`config.mk`:
```
export PLATFORM = sky130hd
export DESIGN_NAME = board_read_arbiter_flat
export DESIGN_NICKNAME = d
export VERILOG_FILES = /design/src/rtl/board_read_arbiter_if.sv /design/src/rtl/board_read_arbiter.sv /design/src/flat_wrapper.sv
export SDC_FILE = /design/constraint.sdc
export NUM_CORES = 1
export LEC_CHECK = 0
export BUFFER_PORTS_ARGS = -buffer_cell sky130_fd_sc_hd__buf_2
export CAP_MARGIN = 0
export CORE_MARGIN = 10
export CORE_UTILIZATION = 44
export CTS_BUF_LIST = sky130_fd_sc_hd__clkbuf_8
export DETAILED_ROUTE_END_ITERATION = 8
export GPL_ROUTABILITY_DRIVEN = 0
export PLACE_DENSITY = 0.8
export SYNTH_ARGS = -nofsm -noshare
export SYNTH_HDL_FRONTEND = slang
export SYNTH_SLANG_ARGS = --single-unit
```
`constraint.sdc`:
```
create_clock -name i_clk -period 1.4 [get_ports i_clk]
set_input_delay 0.07 -clock i_clk [delete_from_list [all_inputs] [get_ports i_clk]]
set_output_delay 0.07 -clock i_clk [all_outputs]
set_load 0.02 [all_outputs]
```
`src/rtl/board_read_arbiter_if.sv`:
```
// Signal bundle between the display/algorithm requesters, the arbiter and the colour ROM.
// The slave modport is the arbiter's view; the master modport is the requester/ROM side.
interface board_read_arbiter_if #(
   parameter int ADDR_W = 6,
   parameter int DATA_W = 8
);
   logic              disp_req;
   logic [ADDR_W-1:0] disp_addr;
   logic              disp_gnt;
   logic              disp_rvalid;
   logic [DATA_W-1:0] disp_rdata;

   logic              alg_req;
   logic [ADDR_W-1:0] alg_addr;
   logic              alg_gnt;
   logic              alg_rvalid;
   logic [DATA_W-1:0] alg_rdata;

   logic [ADDR_W-1:0] rom_addr;
   logic [2:0]        rom_r;
   logic [2:0]        rom_g;
   logic [1:0]        rom_b;

   modport slave (
      input  disp_req, disp_addr, alg_req, alg_addr, rom_r, rom_g, rom_b,
      output disp_gnt, disp_rvalid, disp_rdata,
      output alg_gnt, alg_rvalid, alg_rdata, rom_addr
   );

   modport master (
      output disp_req, disp_addr, alg_req, alg_addr, rom_r, rom_g, rom_b,
      input  disp_gnt, disp_rvalid, disp_rdata,
      input  alg_gnt, alg_rvalid, alg_rdata, rom_addr
   );
endinterface

```
`src/rtl/board_read_arbiter.sv`:
```
// Shares the 1-cycle colour ROM between display (priority) and algorithm (starvation guard).
// Latency 3 cycles accept-to-rvalid, 1 read/cycle; losers are simply not granted (no queueing).
module board_read_arbiter #(
   parameter int ADDR_W       = 6,
   parameter int DATA_W       = 8,
   parameter int ALG_MAX_WAIT = 8
) (
   input logic                 i_clk,
   input logic                 i_rst,
   board_read_arbiter_if.slave bus
);
   localparam int WCNT_W = $clog2(ALG_MAX_WAIT + 1);

   logic [WCNT_W-1:0] r_wait_cnt;
   logic              r_s1_vld;
   logic              r_s1_alg;
   logic              r_s2_vld;
   logic              r_s2_alg;

   logic              w_wait_sat;
   logic              w_alg_gnt;
   logic              w_disp_gnt;
   logic [ADDR_W-1:0] w_gnt_addr;
   logic [7:0]        w_rom_dat;

   // Algorithm wins when display is idle or once it has been denied ALG_MAX_WAIT cycles in a row.
   assign w_wait_sat = (r_wait_cnt == WCNT_W'(ALG_MAX_WAIT));
   assign w_alg_gnt  = ~i_rst & bus.alg_req & (~bus.disp_req | w_wait_sat);
   assign w_disp_gnt = ~i_rst & bus.disp_req & ~w_alg_gnt;
   assign w_gnt_addr = w_alg_gnt ? bus.alg_addr : bus.disp_addr;
   assign w_rom_dat  = {bus.rom_r, bus.rom_g, bus.rom_b};

   assign bus.alg_gnt  = w_alg_gnt;
   assign bus.disp_gnt = w_disp_gnt;

   always_ff @(posedge i_clk) begin
      if (i_rst) begin
         r_wait_cnt      <= '0;
         r_s1_vld        <= 1'b0;
         r_s1_alg        <= 1'b0;
         r_s2_vld        <= 1'b0;
         r_s2_alg        <= 1'b0;
         bus.rom_addr    <= '0;
         bus.disp_rvalid <= 1'b0;
         bus.disp_rdata  <= '0;
         bus.alg_rvalid  <= 1'b0;
         bus.alg_rdata   <= '0;
      end else begin
         if (bus.alg_req & ~w_alg_gnt) begin
            if (!w_wait_sat) begin
               r_wait_cnt <= r_wait_cnt + WCNT_W'(1);
            end
         end else begin
            r_wait_cnt <= '0;
         end

         if (w_alg_gnt | w_disp_gnt) begin
            bus.rom_addr <= w_gnt_addr;
         end

         // Owner tag travels alongside the ROM access so returns keep accept order.
         r_s1_vld <= w_alg_gnt | w_disp_gnt;
         r_s1_alg <= w_alg_gnt;
         r_s2_vld <= r_s1_vld;
         r_s2_alg <= r_s1_alg;

         bus.disp_rvalid <= r_s2_vld & ~r_s2_alg;
         bus.alg_rvalid  <= r_s2_vld & r_s2_alg;
         if (r_s2_vld & ~r_s2_alg) begin
            bus.disp_rdata <= DATA_W'(w_rom_dat);
         end
         if (r_s2_vld & r_s2_alg) begin
            bus.alg_rdata <= DATA_W'(w_rom_dat);
         end
      end
   end
endmodule

```
`src/flat_wrapper.sv`:
```
// flat-port wrapper written by rule: the top's interface ports become plain ports
module board_read_arbiter_flat 
#(
   parameter int ADDR_W       = 6,
   parameter int DATA_W       = 8,
   parameter int ALG_MAX_WAIT = 8
)
  (i_clk, i_rst, bus_disp_req, bus_disp_addr, bus_alg_req, bus_alg_addr, bus_rom_r, bus_rom_g, bus_rom_b, bus_disp_gnt, bus_disp_rvalid, bus_disp_rdata, bus_alg_gnt, bus_alg_rvalid, bus_alg_rdata, bus_rom_addr);
  board_read_arbiter_if #(.ADDR_W(ADDR_W), .DATA_W(DATA_W)) bus_i ();
  input logic i_clk;
  input logic i_rst;
  input wire logic [$bits(bus_i.disp_req)-1:0] bus_disp_req;
  input wire logic [$bits(bus_i.disp_addr)-1:0] bus_disp_addr;
  input wire logic [$bits(bus_i.alg_req)-1:0] bus_alg_req;
  input wire logic [$bits(bus_i.alg_addr)-1:0] bus_alg_addr;
  input wire logic [$bits(bus_i.rom_r)-1:0] bus_rom_r;
  input wire logic [$bits(bus_i.rom_g)-1:0] bus_rom_g;
  input wire logic [$bits(bus_i.rom_b)-1:0] bus_rom_b;
  output wire logic [$bits(bus_i.disp_gnt)-1:0] bus_disp_gnt;
  output wire logic [$bits(bus_i.disp_rvalid)-1:0] bus_disp_rvalid;
  output wire logic [$bits(bus_i.disp_rdata)-1:0] bus_disp_rdata;
  output wire logic [$bits(bus_i.alg_gnt)-1:0] bus_alg_gnt;
  output wire logic [$bits(bus_i.alg_rvalid)-1:0] bus_alg_rvalid;
  output wire logic [$bits(bus_i.alg_rdata)-1:0] bus_alg_rdata;
  output wire logic [$bits(bus_i.rom_addr)-1:0] bus_rom_addr;
  assign bus_i.disp_req = bus_disp_req;
  assign bus_i.disp_addr = bus_disp_addr;
  assign bus_i.alg_req = bus_alg_req;
  assign bus_i.alg_addr = bus_alg_addr;
  assign bus_i.rom_r = bus_rom_r;
  assign bus_i.rom_g = bus_rom_g;
  assign bus_i.rom_b = bus_rom_b;
  assign bus_disp_gnt = bus_i.disp_gnt;
  assign bus_disp_rvalid = bus_i.disp_rvalid;
  assign bus_disp_rdata = bus_i.disp_rdata;
  assign bus_alg_gnt = bus_i.alg_gnt;
  assign bus_alg_rvalid = bus_i.alg_rvalid;
  assign bus_alg_rdata = bus_i.alg_rdata;
  assign bus_rom_addr = bus_i.rom_addr;
  board_read_arbiter #(.ADDR_W(ADDR_W), .DATA_W(DATA_W), .ALG_MAX_WAIT(ALG_MAX_WAIT)) u_core (.i_clk(i_clk), .i_rst(i_rst), .bus(bus_i));
endmodule
```
Yosys cells after proc, flatten, opt, wreduce, memory -nomap -nowiden
Cells that the tools add are included.

Register bits: 32. Input bits: 24. Output and inout bits: 26.

Add/subtract/negate cells: 1. Eq/ne operators: 1. Muxes and demuxes: 1. Bitwise logic cells: 14. Reductions and logical operators: 1.

Operators by type and width (count): bitwise AND 1 bit (7); two-way mux 6 bit (1); NOT 1 bit (5); adder 4 x 1 -> 4 bit (second input constant) (1); == test 4 bit (second input constant) (1); OR 1 bit (2); OR reduction 2 bit (1).

Logic depth before layout (Yosys ltp)
Gate-level depths: netlist of the first run.

Word-level depth: 7. Gate-level depth with buffers: 5.

Worst setup path after synthesis of the first run
No wires, ideal clock.

Path type: register to register. From: register u_core.r_wait_cnt[0]. To: register u_core.bus.rom_addr[1]. Library setup time: 0.122 ns. Arrival: 1.304 ns. Data required time: 1.278 ns. Slack: -0.026 ns. Stages on the path, launching flop included: 6. Buffers on the path: 0. Clock period less this slack: 1.426 ns. Path through: dfxtp_1 -> inv_1 -> ha_1 -> nand3b_4 -> o211a_1 -> a221o_1.

Longest elaborated chain between the ends: 6. Elaborated cells between the ends (all ways): 7.

RTL lines: start: declaration (line board_read_arbiter.sv:14) `logic [WCNT_W-1:0] r_wait_cnt;`; start signal: assignment (line board_read_arbiter.sv:51) `r_wait_cnt <= r_wait_cnt + WCNT_W'(1);`; == test 4 bit (line board_read_arbiter.sv:27) `assign w_wait_sat = (r_wait_cnt == WCNT_W'(ALG_MAX_WAIT));`; OR 1 bit (line board_read_arbiter.sv:28) `assign w_alg_gnt = ~i_rst & bus.alg_req & (~bus.disp_req | w_wait_sat);`; bitwise AND 1 bit (line board_read_arbiter.sv:28); NOT 1 bit (line board_read_arbiter.sv:29) `assign w_disp_gnt = ~i_rst & bus.disp_req & ~w_alg_gnt;`; bitwise AND 1 bit (line board_read_arbiter.sv:29); named net bus_disp_gnt (line flat_wrapper.sv:19) `output wire logic [$bits(bus_i.disp_gnt)-1:0] bus_disp_gnt;`; OR 1 bit (line board_read_arbiter.sv:57) `if (w_alg_gnt | w_disp_gnt) begin`; end signal: assignment (line board_read_arbiter.sv:58) `bus.rom_addr <= w_gnt_addr;`; end: declaration (line board_read_arbiter_if.sv:27) `output alg_gnt, alg_rvalid, alg_rdata, rom_addr`.

The timed path passes the listed nets, and every way through them passes these cells. A chain may end at the register's enable or synchronous reset.

Worst setup path after layout of the first run
From: register u_core.r_wait_cnt[0]. To: output bus_disp_gnt.

Longest elaborated chain between the ends: 5.

RTL lines (line): == test 4 bit (board_read_arbiter.sv:27); OR 1 bit (board_read_arbiter.sv:28); bitwise AND 1 bit (board_read_arbiter.sv:28); NOT 1 bit (board_read_arbiter.sv:29); bitwise AND 1 bit (board_read_arbiter.sv:29); end: declaration (flat_wrapper.sv:19).

Every way passes these cells.

==> results of run 1 <==
[layout make-up]
cell class | instances | area share
repair buffers | 57 | 0.190
clock buffers | 6 | 0.0493
clock inverters | 2 | 0.00448
well taps | 31 | 0.0232
inverters | 5 | 0.0112
flip-flops and latches | 32 | 0.384
multi-input cells | 92 | 0.338
[power breakdown]
| group | leakage, nW | switching [W] | internal (W) |
|---|---|---|---|
| Sequential | 0.262 | 0.0000183 | 0.000944 |
| Clock | 0.0538 | 0.000300 | 0.000385 |
| Combinational | 0.448 | 0.000123 | 0.0000901 |
| Total | 0.764 | 0.000442 | 0.00142 |
[flip-flops by register name (all words and copies together) (netlist names)]
name                    count
u_core.bus.alg_rdata        8
u_core.bus.disp_rdata       8
u_core.bus.rom_addr         6
u_core.r_wait_cnt           4
u_core.bus.alg_rvalid       1
u_core.bus.disp_rvalid      1
u_core.r_s1_alg             1
u_core.r_s1_vld             1
u_core.r_s2_alg             1
u_core.r_s2_vld             1
[how the worst min path moves through the flow]
stage | end | slack [ns] | depth (start not counted)
6_report | u_core.bus.rom_addr[2]$_SDFFE_PP0P_ | 0.02 | 2
5_1_grt | u_core.bus.rom_addr[2]$_SDFFE_PP0P_ | 0.01 | 2
4_1_cts | u_core.bus.rom_addr[2]$_SDFFE_PP0P_ | 0.006 | 2
3_5_place_dp | u_core.bus.rom_addr[2]$_SDFFE_PP0P_ | 0.30 | 2
3_3_place_gp | u_core.bus.rom_addr[1]$_SDFFE_PP0P_ | 0.29 | 2
2_1_floorplan | bus_alg_gnt | 0.18 | 1
[repair_timing]
action,CTS,global route
setup endpoints to repair,4,2
setup buffers,4,0
pin swaps,3,2
gates resized for setup,10,0
[layout by cell type (no fill, tap or decap), drive strengths merged]
cell / instances
nor4: 2
and2: 4
clkbuf: 6
nor2b: 3
nor3b: 2
ha: 2
dfxtp: 32
nor4bb: 2
nand3b: 1
xor2: 1
a221o: 4
a211o: 2
o211a: 1
a21oi: 16
inv: 7
nor2: 8
mux2i: 2
nor3: 3
buf: 57
nand2: 25
nand2b: 1
xnor2: 1
a211oi: 2
nand4: 1
nand3: 9
[routing by layer]
metal | vias to the layer above | global-route usage
met2 | 53 | 0.192
met3 | 5 | 0.0754
met5 | - | 0
met4 | 0 | 0.0435
met1 | 522 | 0.116
li1 | 579 | -
[through the flow]
| step | hold slack [ns] | setup slack, ns | setup TNS [ns] |
|---|---|---|---|
| global placement | 0.294 | 0.0539 | 0 |
| floorplan | 0.179 | 0.0401 | 0 |
| detailed placement | 0.304 | -0.0118 | -0.0118 |
| finish | 0.0165 | 0.0157 | 0 |
| global route | 0.0122 | -0.0370 | -0.0737 |
| CTS | 0.00626 | -0.0197 | -0.0197 |
[kinds of logic after synthesis]
kind of cell	Yosys count
AOI/OAI and AO/OA	25
and+or+nand+nor	61
buffers and inverters	13
xor gates and xnor gates	2
muxes	2
adders and majority gates	2
DFF	32
==> metrics.csv, run 1 <==
metric;value;unit
core occupancy in the finished layout;0.612;
per-instance average area after synthesis;9.14;um^2
Layout Cell Area excl Fill;1670;um^2
total vias in the final route;1159;
final total power;0.00186;W
die area;5380;um^2
gr usage total;0.117;
class of the most critical hold timing path;input pin to flop;
Max Clk Rate;0.722;GHz
synth unique cells;29;
I/O pin count;50;
last element of the critical path;bus_disp_gnt;
post-synthesis instance area;1250;um^2
top cells by instance count after synthesis;dfxtp_1 (32), nand2_1 (25), a21oi_1 (16);
clock transition at the registers of the reported paths;0.06;ns
root buffer selected by CTS;clkbuf_8;
gate count after technology mapping;137;
DR vias/cell;5.15;
Layout Nets;219;
sink count of the clock tree;32;
cells along the critical path;inv_2, ha_4, nand3b_4, o211a_4, buf_6;
growth of design area from synthesis to finish;33.7;%
total grt overflow;0;
number of endpoints failing setup at the final stage;0;
Hold Path Origin;bus_disp_addr[2];
multiplexer share of the synthesized area;0.0160;
cell leakage power;0.764;nW
simple logic cell fraction of the synthesized area;0.246;
WL/cell;13.5;um
delay-heaviest family, CP;flip-flops;
storage element area;643;um^2
type of element launching the critical path;flop;
share of flip-flops with an asynchronous set or reset;0;
ANT cells;0;
count of input and output buffers;49;
slew of the pin with the lowest slew margin;0.319;ns
Crit path largest cell delay;0.32;ns
length in cells of the worst reg-to-reg path;6;
worst path bufs/invs;2;
library cell with the largest summed area after synthesis;dfxtp_1;
number of global-route vias before repair;1225;
Compound-Gate Fraction of Synth Area;0.140;
data required time at the worst endpoint;1.33;ns
total CTS buffers;5;
width of the chip;73.4;um
first-pass GRT wire length;5.11;mm
DRT iter0 DRCs;47;
post-route insts no fill;225;
Worst Setup SP;u_core.r_wait_cnt[0]$_SDFFE_PP0P_;
number of max-slew violations in the final report;0;
fraction of the mapped netlist area in adder cells;0.0200;
drt first pass iters;4;
number of flops mapped to enable cells by yosys;0;
nets in the synthesized netlist;163;
count of maximum capacitance violations;0;
clock tree buffer depth;2;
starting density of the core;0.458;
outcome;finished, final reports clean;
residual DRC count;0;
part of the cycle the worst path needs;0.989;
remaining number of nets flagged by the antenna check after routing;0;
data arrival time of the critical path;1.31;ns
met1 layer wirelength in the final routing;1.27;mm
detailed-routed wire length on met2;1.31;mm
endpoint of the worst register-to-register path;u_core.bus.rom_addr[4]$_SDFFE_PP0P_;
placed cell count;213;
wire length reported by the detailed router;3.05;mm
dominant combinational cell family by area after synthesis;simple AND/OR/NAND/NOR gates;
wire length on met3;433;um
maximum number of pins on one net before global-route repair;23;
clock tree from TritonCTS;built;
worst ir drop on vdd;0.000771;V
Core Area;2730;um^2
category of the worst setup path capture point;primary output;
ratio of total power to cell area;1110;nW/um^2
dpl cell area;1530;um^2
final count of hold timing violations;0;
Worst Setup Path Type;flop to primary output;
number of core rows;19;
top sig layer;met4;
Hold Buf Count CTS;0;
most common flop cell mapped by yosys;dfxtp_1;
insertion delay to the later sink of the worst-skew pair;0.27;ns
Die Span Y;73.4;um
final critical-path required period;1.38;ns
XOR/XNOR Fraction of Synth Area;0.0140;
HPWL reported at the end of detailed placement;2.40;mm
H-tree levels;2;
number of cells on the critical path;5;
share of final-layout standard cells stronger than drive strength 1;0.371;
Worst Skew;0.00183;ns
count of synthesis-stage warnings from yosys;0;
Relative slew margins;0.786;
critical-path cell with the highest stage delay;dfxtp_2;
number of storage elements in the synthesis netlist;32;
maximum fanout encountered on the critical timing path;5;
share of the yosys chip area belonging to registers;0.511;
most frequent cell after synthesis;dfxtp_1;
reg-to-reg startpoint;u_core.r_wait_cnt[0]$_SDFFE_PP0P_;
antenna violations before repair;0;
top cells by area in the synthesized netlist;dfxtp_1 (51%), nand2_1 (7.5%), a21oi_1 (6.4%);
register-to-register path setup slack;0.08;ns
setup repair after global routing missed its margin;yes;
total of fill cells in the finished design;237;
fraction of post-synthesis cell area in the top cell type by area;0.511;
Multi-input gate area;566;um^2
(Power assumes the default switching activity.)
==> run 2: changes to the inputs <==
- SETUP_SLACK_MARGIN: default -> 0.1
==> run 2 against run 1 <==
Effect of this change:
- die area did not move
- non-clock buffer count is the same
- wire length up 2.9%
- cell count unchanged
- worst setup slack gained 0.017 ns
- first-iteration DRC count up 23%
- largest power group unchanged
==> metrics.csv, run 2 (synthesized netlist as in run 1, its figures left out) <==
metric;value;unit;change
worst ir drop on vdd;0.00100;V;was 0.000771 V
Sequential Power Share;0.513;;was 0.517
starting density of the core;0.458;;unchanged
worst hold slack across all endpoints;0.0133;ns;was 0.0165 ns
cells along the critical path;inv_2, ha_4, nand3b_4, a211oi_4, buf_6;;was inv_2, ha_4, nand3b_4, o211a_4, buf_6
Worst Setup Path Type;flop to primary output;;unchanged
Worst Hold Depth;2;;unchanged
clock transition at the registers of the reported paths;0.06;ns;about the same
insertion delay to the later sink of the worst-skew pair;0.28;ns;was 0.27 ns
length in cells of the worst reg-to-reg path;6;;unchanged
cell leakage power;0.766;nW;was 0.764 nW
Hold Buf Count CTS;0;;unchanged
fraction of power spent switching nets;0.241;;was 0.237
first-pass GRT wire length;5.36;mm;was 5.11 mm
growth of design area from synthesis to finish;34.2;%;was 33.7%
Die Span Y;73.4;um;unchanged
count of maximum capacitance violations;0;;unchanged
ratio of total power to cell area;1120;nW/um^2;was 1110 nW/um^2
storage element area;643;um^2;unchanged
residual DRC count;0;;unchanged
clock tree from TritonCTS;built;;unchanged
Max Clk Rate;0.731;GHz;was 0.722 GHz
total grt overflow;0;;unchanged
part of the cycle the worst path needs;0.976;;was 0.989
Crit path largest cell delay;0.33;ns;was 0.32 ns
core occupancy in the finished layout;0.615;;was 0.612
HPWL reported at the end of detailed placement;2.49;mm;was 2.40 mm
most used cells in the layout excluding fill and tap cells;buf_2 (47), dfxtp_1 (30), nand2_1 (25);;unchanged
Core Area;2730;um^2;unchanged
count of input and output buffers;49;;unchanged
number of global-route vias before repair;1253;;was 1225
I/O pin count;50;;unchanged
wire length reported by the detailed router;3.14;mm;was 3.05 mm
category of the worst setup path capture point;primary output;;unchanged
final total power;0.00187;W;was 0.00186 W
critical-path cell with the highest stage delay;dfxtp_2;;unchanged
gr usage total;0.124;;was 0.117
final count of hold timing violations;0;;unchanged
total of fill cells in the finished design;229;;was 237
sink count of the clock tree;32;;unchanged
root buffer selected by CTS;clkbuf_8;;unchanged
die area;5380;um^2;unchanged
dpl cell area;1540;um^2;was 1530 um^2
number of cells on the critical path;5;;unchanged
total vias in the final route;1142;;was 1159
setup repair after global routing missed its margin;yes;;unchanged
worst path bufs/invs;2;;unchanged
Worst Skew;0.00334;ns;was 0.00183 ns
Layout Cell Area excl Fill;1680;um^2;was 1670 um^2
delay-heaviest family, CP;flip-flops;;unchanged
slew of the pin with the lowest slew margin;0.359;ns;was 0.319 ns
number of max-slew violations in the final report;0;;unchanged
total CTS buffers;5;;unchanged
largest registers;u_core.bus.alg_rdata: 8 flops, u_core.bus.disp_rdata: 8 flops, u_core.bus.rom_addr: 6 flops;;unchanged
data required time at the worst endpoint;1.33;ns;about the same
Relative slew margins;0.759;;was 0.786
Multi-input gate area;572;um^2;was 566 um^2
number of core rows;19;;unchanged
number of endpoints failing setup at the final stage;0;;unchanged
drt first pass iters;4;;unchanged
clock tree buffer depth;2;;unchanged
share of total power in the clock network;0.370;;was 0.368
remaining number of nets flagged by the antenna check after routing;0;;unchanged
DR vias/cell;5.08;;was 5.15
DRT iter0 DRCs;58;;was 47
maximum number of pins on one net before global-route repair;18;;was 23
NetSw;0.000452;W;was 0.000442 W
H-tree levels;2;;unchanged
class of the most critical hold timing path;input pin to flop;;unchanged
most common cell after layout, fill and taps aside;buf_2;;unchanged
data arrival time of the critical path;1.30;ns;was 1.31 ns
type of element launching the critical path;flop;;unchanged
antenna violations before repair;0;;unchanged
share of final-layout standard cells stronger than drive strength 1;0.376;;was 0.371
ANT cells;0;;unchanged
final critical-path required period;1.37;ns;was 1.38 ns
relative contribution of combinational cells to total power;0.116;;was 0.115
width of the chip;73.4;um;unchanged
maximum fanout encountered on the critical timing path;3;;was 5
Layout Nets;219;;unchanged
Internal Pwr Total;0.00142;W;about the same
WL/cell;13.9;um;was 13.5 um
outcome;finished, final reports clean;;unchanged
[run 2: cell counts in the layout (fill, tap and decap cells not counted)]
No cell type changed its count.
[run 2: final cells by class]
cell class / instances / share of cell area
clock buffer: 6 / 0.0491
clock inverter: 2 / 0.00447
inverter: 5 / 0.0112
multi-input combinational: 92 / 0.340
sequential: 32 / 0.383
tap: 31 / 0.0231
timing repair buffer: 57 / 0.189
[run 2: power by group through the flow]
stage          logic (W)  clock network (W)  registers [W]
4_1_cts         0.000217           0.000712       0.000962
2_1_floorplan  0.0000951                  0        0.00101
3_3_place_gp    0.000202                  0       0.000981
6_report        0.000218           0.000694       0.000962
3_5_place_dp    0.000209                  0       0.000982
5_1_grt         0.000242           0.000754       0.000965
[run 2: metal layers]
| metal | up-vias | GRT usage | wire (um) |
|---|---|---|---|
| met1 | 512 | 0.124 | 1280 |
| li1 | 577 | - | - |
| met3 | 5 | 0.0713 | 419 |
| met5 | - | 0 | 0 |
| met2 | 48 | 0.202 | 1390 |
| met4 | 0 | 0.0580 | 51 |
[run 2: path summary, 6_finish.rpt]
path / start / to / slack, ns
worst max register to register: u_core.r_wait_cnt[1]$_SDFFE_PP0P_ / u_core.bus.rom_addr[3]$_SDFFE_PP0P_ / 0.10
worst min register to register: u_core.r_s1_vld$_SDFF_PP0_ / u_core.r_s2_vld$_SDFF_PP0_ / 0.45
worst max-delay path: u_core.r_wait_cnt[1]$_SDFFE_PP0P_ / bus_alg_gnt / 0.03
worst min-delay path: bus_disp_addr[4] / u_core.bus.rom_addr[4]$_SDFFE_PP0P_ / 0.01
[run 2: stage by stage]
| step | setup TNS, ns | setup slack, ns | instances |
|---|---|---|---|
| after CTS | 0 | 0.0119 | 224 |
| after detailed placement | 0 | 0.0635 | 213 |
| after global placement | 0 | 0.0930 | 213 |
| after global routing | -0.0605 | -0.0408 | 225 |
| after floorplan | 0 | 0.0465 | 137 |
| final | 0 | 0.0329 | 225 |
[run 2: repair_timing]
action | CTS | global route
setup buffers | 3 | 1
gates resized for setup | 4 | 1
gates cloned | 0 | 0
pin swaps | 6 | 0
endpoints found under the setup margin | 7 | 8
==> run 3: changes to the inputs <==
- ABC_AREA: default -> 1
- CAP_MARGIN: 0 -> 15
- PLACE_DENSITY: 0.8 -> 0.79
- clock period: 1.4 -> 1.2 ns (I/O delays scaled with it)
==> run 3 against run 2 <==
Effect of this change:
- the run now ends with negative setup slack left
- wire length is 7.7% higher
- flip-flop and latch count stayed put
- combinational power is 49% higher
- largest power group unchanged
- highest routed layer unchanged
==> metrics.csv, run 3 <==
metric;value;unit;change
share of flip-flops with an asynchronous set or reset;0;;unchanged
drt first pass iters;4;;unchanged
nets in the synthesized netlist;185;;was 163
Core Area;2760;um^2;was 2730 um^2
failing checks;negative setup slack;;
number of endpoints failing setup at the final stage;12;;was 0
Worst Setup SP;u_core.r_wait_cnt[1]$_SDFFE_PP0P_;;unchanged
Relative slew margins;0.825;;was 0.759
met3 layer usage reported by global route;0.0834;;was 0.0713
gate count after technology mapping;159;;was 137
post-synthesis instance area;1260;um^2;was 1250 um^2
Hold Path Origin;bus_rom_r[2];;was bus_disp_addr[4]
total grt overflow;0;;unchanged
gr usage total;0.126;;was 0.124
most common cell after layout, fill and taps aside;buf_2;;unchanged
final count of hold timing violations;0;;unchanged
H-tree levels;2;;unchanged
reg-to-reg startpoint;u_core.r_wait_cnt[1]$_SDFFE_PP0P_;;unchanged
I/O pin count;50;;unchanged
category of the worst setup path capture point;flop;;was primary output
Worst Skew;0.00496;ns;was 0.00334 ns
count of maximum capacitance violations;0;;unchanged
final critical-path required period;1.38;ns;
die area;5420;um^2;was 5380 um^2
number of flops mapped to enable cells by yosys;0;;unchanged
largest registers;u_core.bus.alg_rdata: 8 flops, u_core.bus.disp_rdata: 8 flops, u_core.bus.rom_addr: 6 flops;;unchanged
WL/cell;13.1;um;was 13.9 um
setup slack of the critical path after layout;-0.179;ns;was 0.0329 ns
total CTS buffers;5;;unchanged
wire length reported by the detailed router;3.38;mm;was 3.14 mm
Layout Nets;251;;was 219
top cells by area in the synthesized netlist;dfxtp_1 (51%), nor2_1 (13%), o21ai_0 (7.1%);;was dfxtp_1 (51%), nand2_1 (7.5%), a21oi_1 (6.4%)
width of the chip;73.6;um;was 73.4 um
Worst Setup Slack post-DPL;-0.0498;ns;was 0.0635 ns
remaining number of nets flagged by the antenna check after routing;0;;unchanged
cell leakage power;0.923;nW;was 0.766 nW
fraction of power spent switching nets;0.257;;was 0.241
total vias in the final route;1225;;was 1142
per-instance average area after synthesis;7.96;um^2;was 9.14 um^2
most used cells in the layout excluding fill and tap cells;buf_2 (47), nor2_1 (43), dfxtp_1 (30);;was buf_2 (47), dfxtp_1 (30), nand2_1 (25)
slew of the pin with the lowest slew margin;0.262;ns;was 0.359 ns
Setup TNS;-1.61;ns;was 0 ns
clock tree buffer depth;2;;unchanged
top cells by instance count after synthesis;nor2_1 (43), dfxtp_1 (32), o21ai_0 (18);;was dfxtp_1 (32), nand2_1 (25), a21oi_1 (16)
DR vias/cell;4.77;;was 5.08
placed cell count;242;;was 213
library cell with the largest summed area after synthesis;dfxtp_1;;unchanged
core occupancy in the finished layout;0.653;;was 0.615
HPWL reported at the end of detailed placement;2.41;mm;was 2.49 mm
fraction of post-synthesis cell area in the top cell type by area;0.506;;was 0.511
most frequent cell after synthesis;nor2_1;;was dfxtp_1
worst ir drop on vdd;0.00103;V;was 0.00100 V
setup repair after global routing missed its margin;yes;;unchanged
part of the cycle the worst path needs;1.15;;
type of element launching the critical path;flop;;unchanged
antenna violations before repair;0;;unchanged
Die Span Y;73.6;um;was 73.4 um
outcome;complete, but fails checks;;was finished, final reports clean
most common flop cell mapped by yosys;dfxtp_1;;unchanged
Max Clk Rate;0.725;GHz;
share of total power in the clock network;0.361;;was 0.370
Sequential Power Share;0.497;;was 0.513
count of synthesis-stage warnings from yosys;0;;unchanged
NetSw;0.000587;W;was 0.000452 W
maximum fanout encountered on the critical timing path;2;;was 3
number of storage elements in the synthesis netlist;32;;unchanged
ratio of total power to cell area;1270;nW/um^2;was 1120 nW/um^2
number of core rows;19;;unchanged
share of the yosys chip area belonging to registers;0.506;;was 0.511
number of max-slew violations in the final report;0;;unchanged
starting density of the core;0.459;;was 0.458
synth unique cells;22;;was 29
residual DRC count;0;;unchanged
met1 global-route usage;0.131;;was 0.124
clock transition at the registers of the reported paths;0.06;ns;about the same
relative contribution of combinational cells to total power;0.142;;was 0.116
Worst Setup Path Type;flop to flop;;was flop to primary output
ANT cells;0;;unchanged
share of final-layout standard cells stronger than drive strength 1;0.398;;was 0.376
data arrival time of the critical path;1.54;ns;was 1.30 ns
Internal Pwr Total;0.00170;W;was 0.00142 W
maximum number of pins on one net before global-route repair;23;;was 18
growth of design area from synthesis to finish;42.4;%;was 34.2%
data required time at the worst endpoint;1.36;ns;was 1.33 ns
count of input and output buffers;49;;unchanged
final total power;0.00228;W;was 0.00187 W
insertion delay to the later sink of the worst-skew pair;0.28;ns;about the same
met2 Track Usage GR;0.198;;was 0.202
DRT iter0 DRCs;83;;was 58
post-route insts no fill;257;;was 225
root buffer selected by CTS;clkbuf_8;;unchanged
clock tree from TritonCTS;built;;unchanged
first-pass GRT wire length;5.38;mm;was 5.36 mm
Hold Buf Count CTS;0;;unchanged
number of global-route vias before repair;1202;;was 1253
class of the most critical hold timing path;input pin to flop;;unchanged
busiest grt layer;met2;;unchanged
sink count of the clock tree;32;;unchanged
[run 3: area by class of cell]
class / count / area (um^2)
fill: 230 / 956
sequential: 32 / 643
multi-input combinational: 104 / 579
timing repair buffer: 62 / 367
clock buffer: 6 / 82.6
inverter: 20 / 81.3
tap: 31 / 38.8
clock inverter: 2 / 10.0
[run 3: power groups by stage]
stage / Sequential (W) / Clock [W] / Combinational, W
after CTS: 0.00113 / 0.000850 / 0.000316
after detailed placement: 0.00116 / 0 / 0.000296
after global placement: 0.00116 / 0 / 0.000292
after floorplan: 0.00121 / 0 / 0.000128
final: 0.00114 / 0.000824 / 0.000324
after global routing: 0.00114 / 0.000900 / 0.000357
[run 3: path summary, 6_finish.rpt]
| check | slack [ns] | cells after the start | to |
|---|---|---|---|
| max | -0.18 | 9 | u_core.r_wait_cnt[1]$_SDFFE_PP0P_ |
| max reg2reg | -0.18 | 9 | u_core.r_wait_cnt[1]$_SDFFE_PP0P_ |
| min | 0.03 | 3 | u_core.bus.disp_rdata[7]$_SDFFE_PP0P_ |
| min reg2reg | 0.40 | 2 | u_core.r_s2_alg$_SDFF_PP0_ |
[run 3: layer usage]
metal / vias up / part of all wire
met3: 2 / 0.14
met4: 0 / 0.0074
met5: - / 0
met2: 71 / 0.46
met1: 521 / 0.40
li1: 631 / -
[run 3: through the flow]
step	hold slack, ns	instance area (um^2)
final	0.0303	1800
after global placement	0.301	1590
after detailed placement	0.310	1590
after floorplan	0.195	1280
after CTS	0.0208	1770
after global routing	0.0275	1800
[run 3: timing repair]
item                                    in CTS  in global routing
resized for setup                           13                  8
pin swaps                                    7                  3
endpoints found under the setup margin      12                 23
buffers inserted                             6                  2
hold endpoints to repair                     0                  0
[run 3: worst max-delay path, cell delays in order, from the launching register on]
cell	delay, ns
dfxtp_2	0.32
inv_2	0.07
ha_4	0.15
nand3_4	0.08
buf_4	0.15
buf_6	0.10
buf_4	0.12
buf_4	0.14
nand2_1	0.07
a21oi_1	0.07
[run 3: cell families after synthesis]
| logic type | synth area share |
|---|---|
| buffers and inverters | 0.0762 |
| and+or+nand+nor | 0.294 |
| adders and majority gates | 0.0198 |
| DFF | 0.506 |
| xor gates and xnor gates | 0.0139 |
| AOI/OAI and AO/OA | 0.0900 |
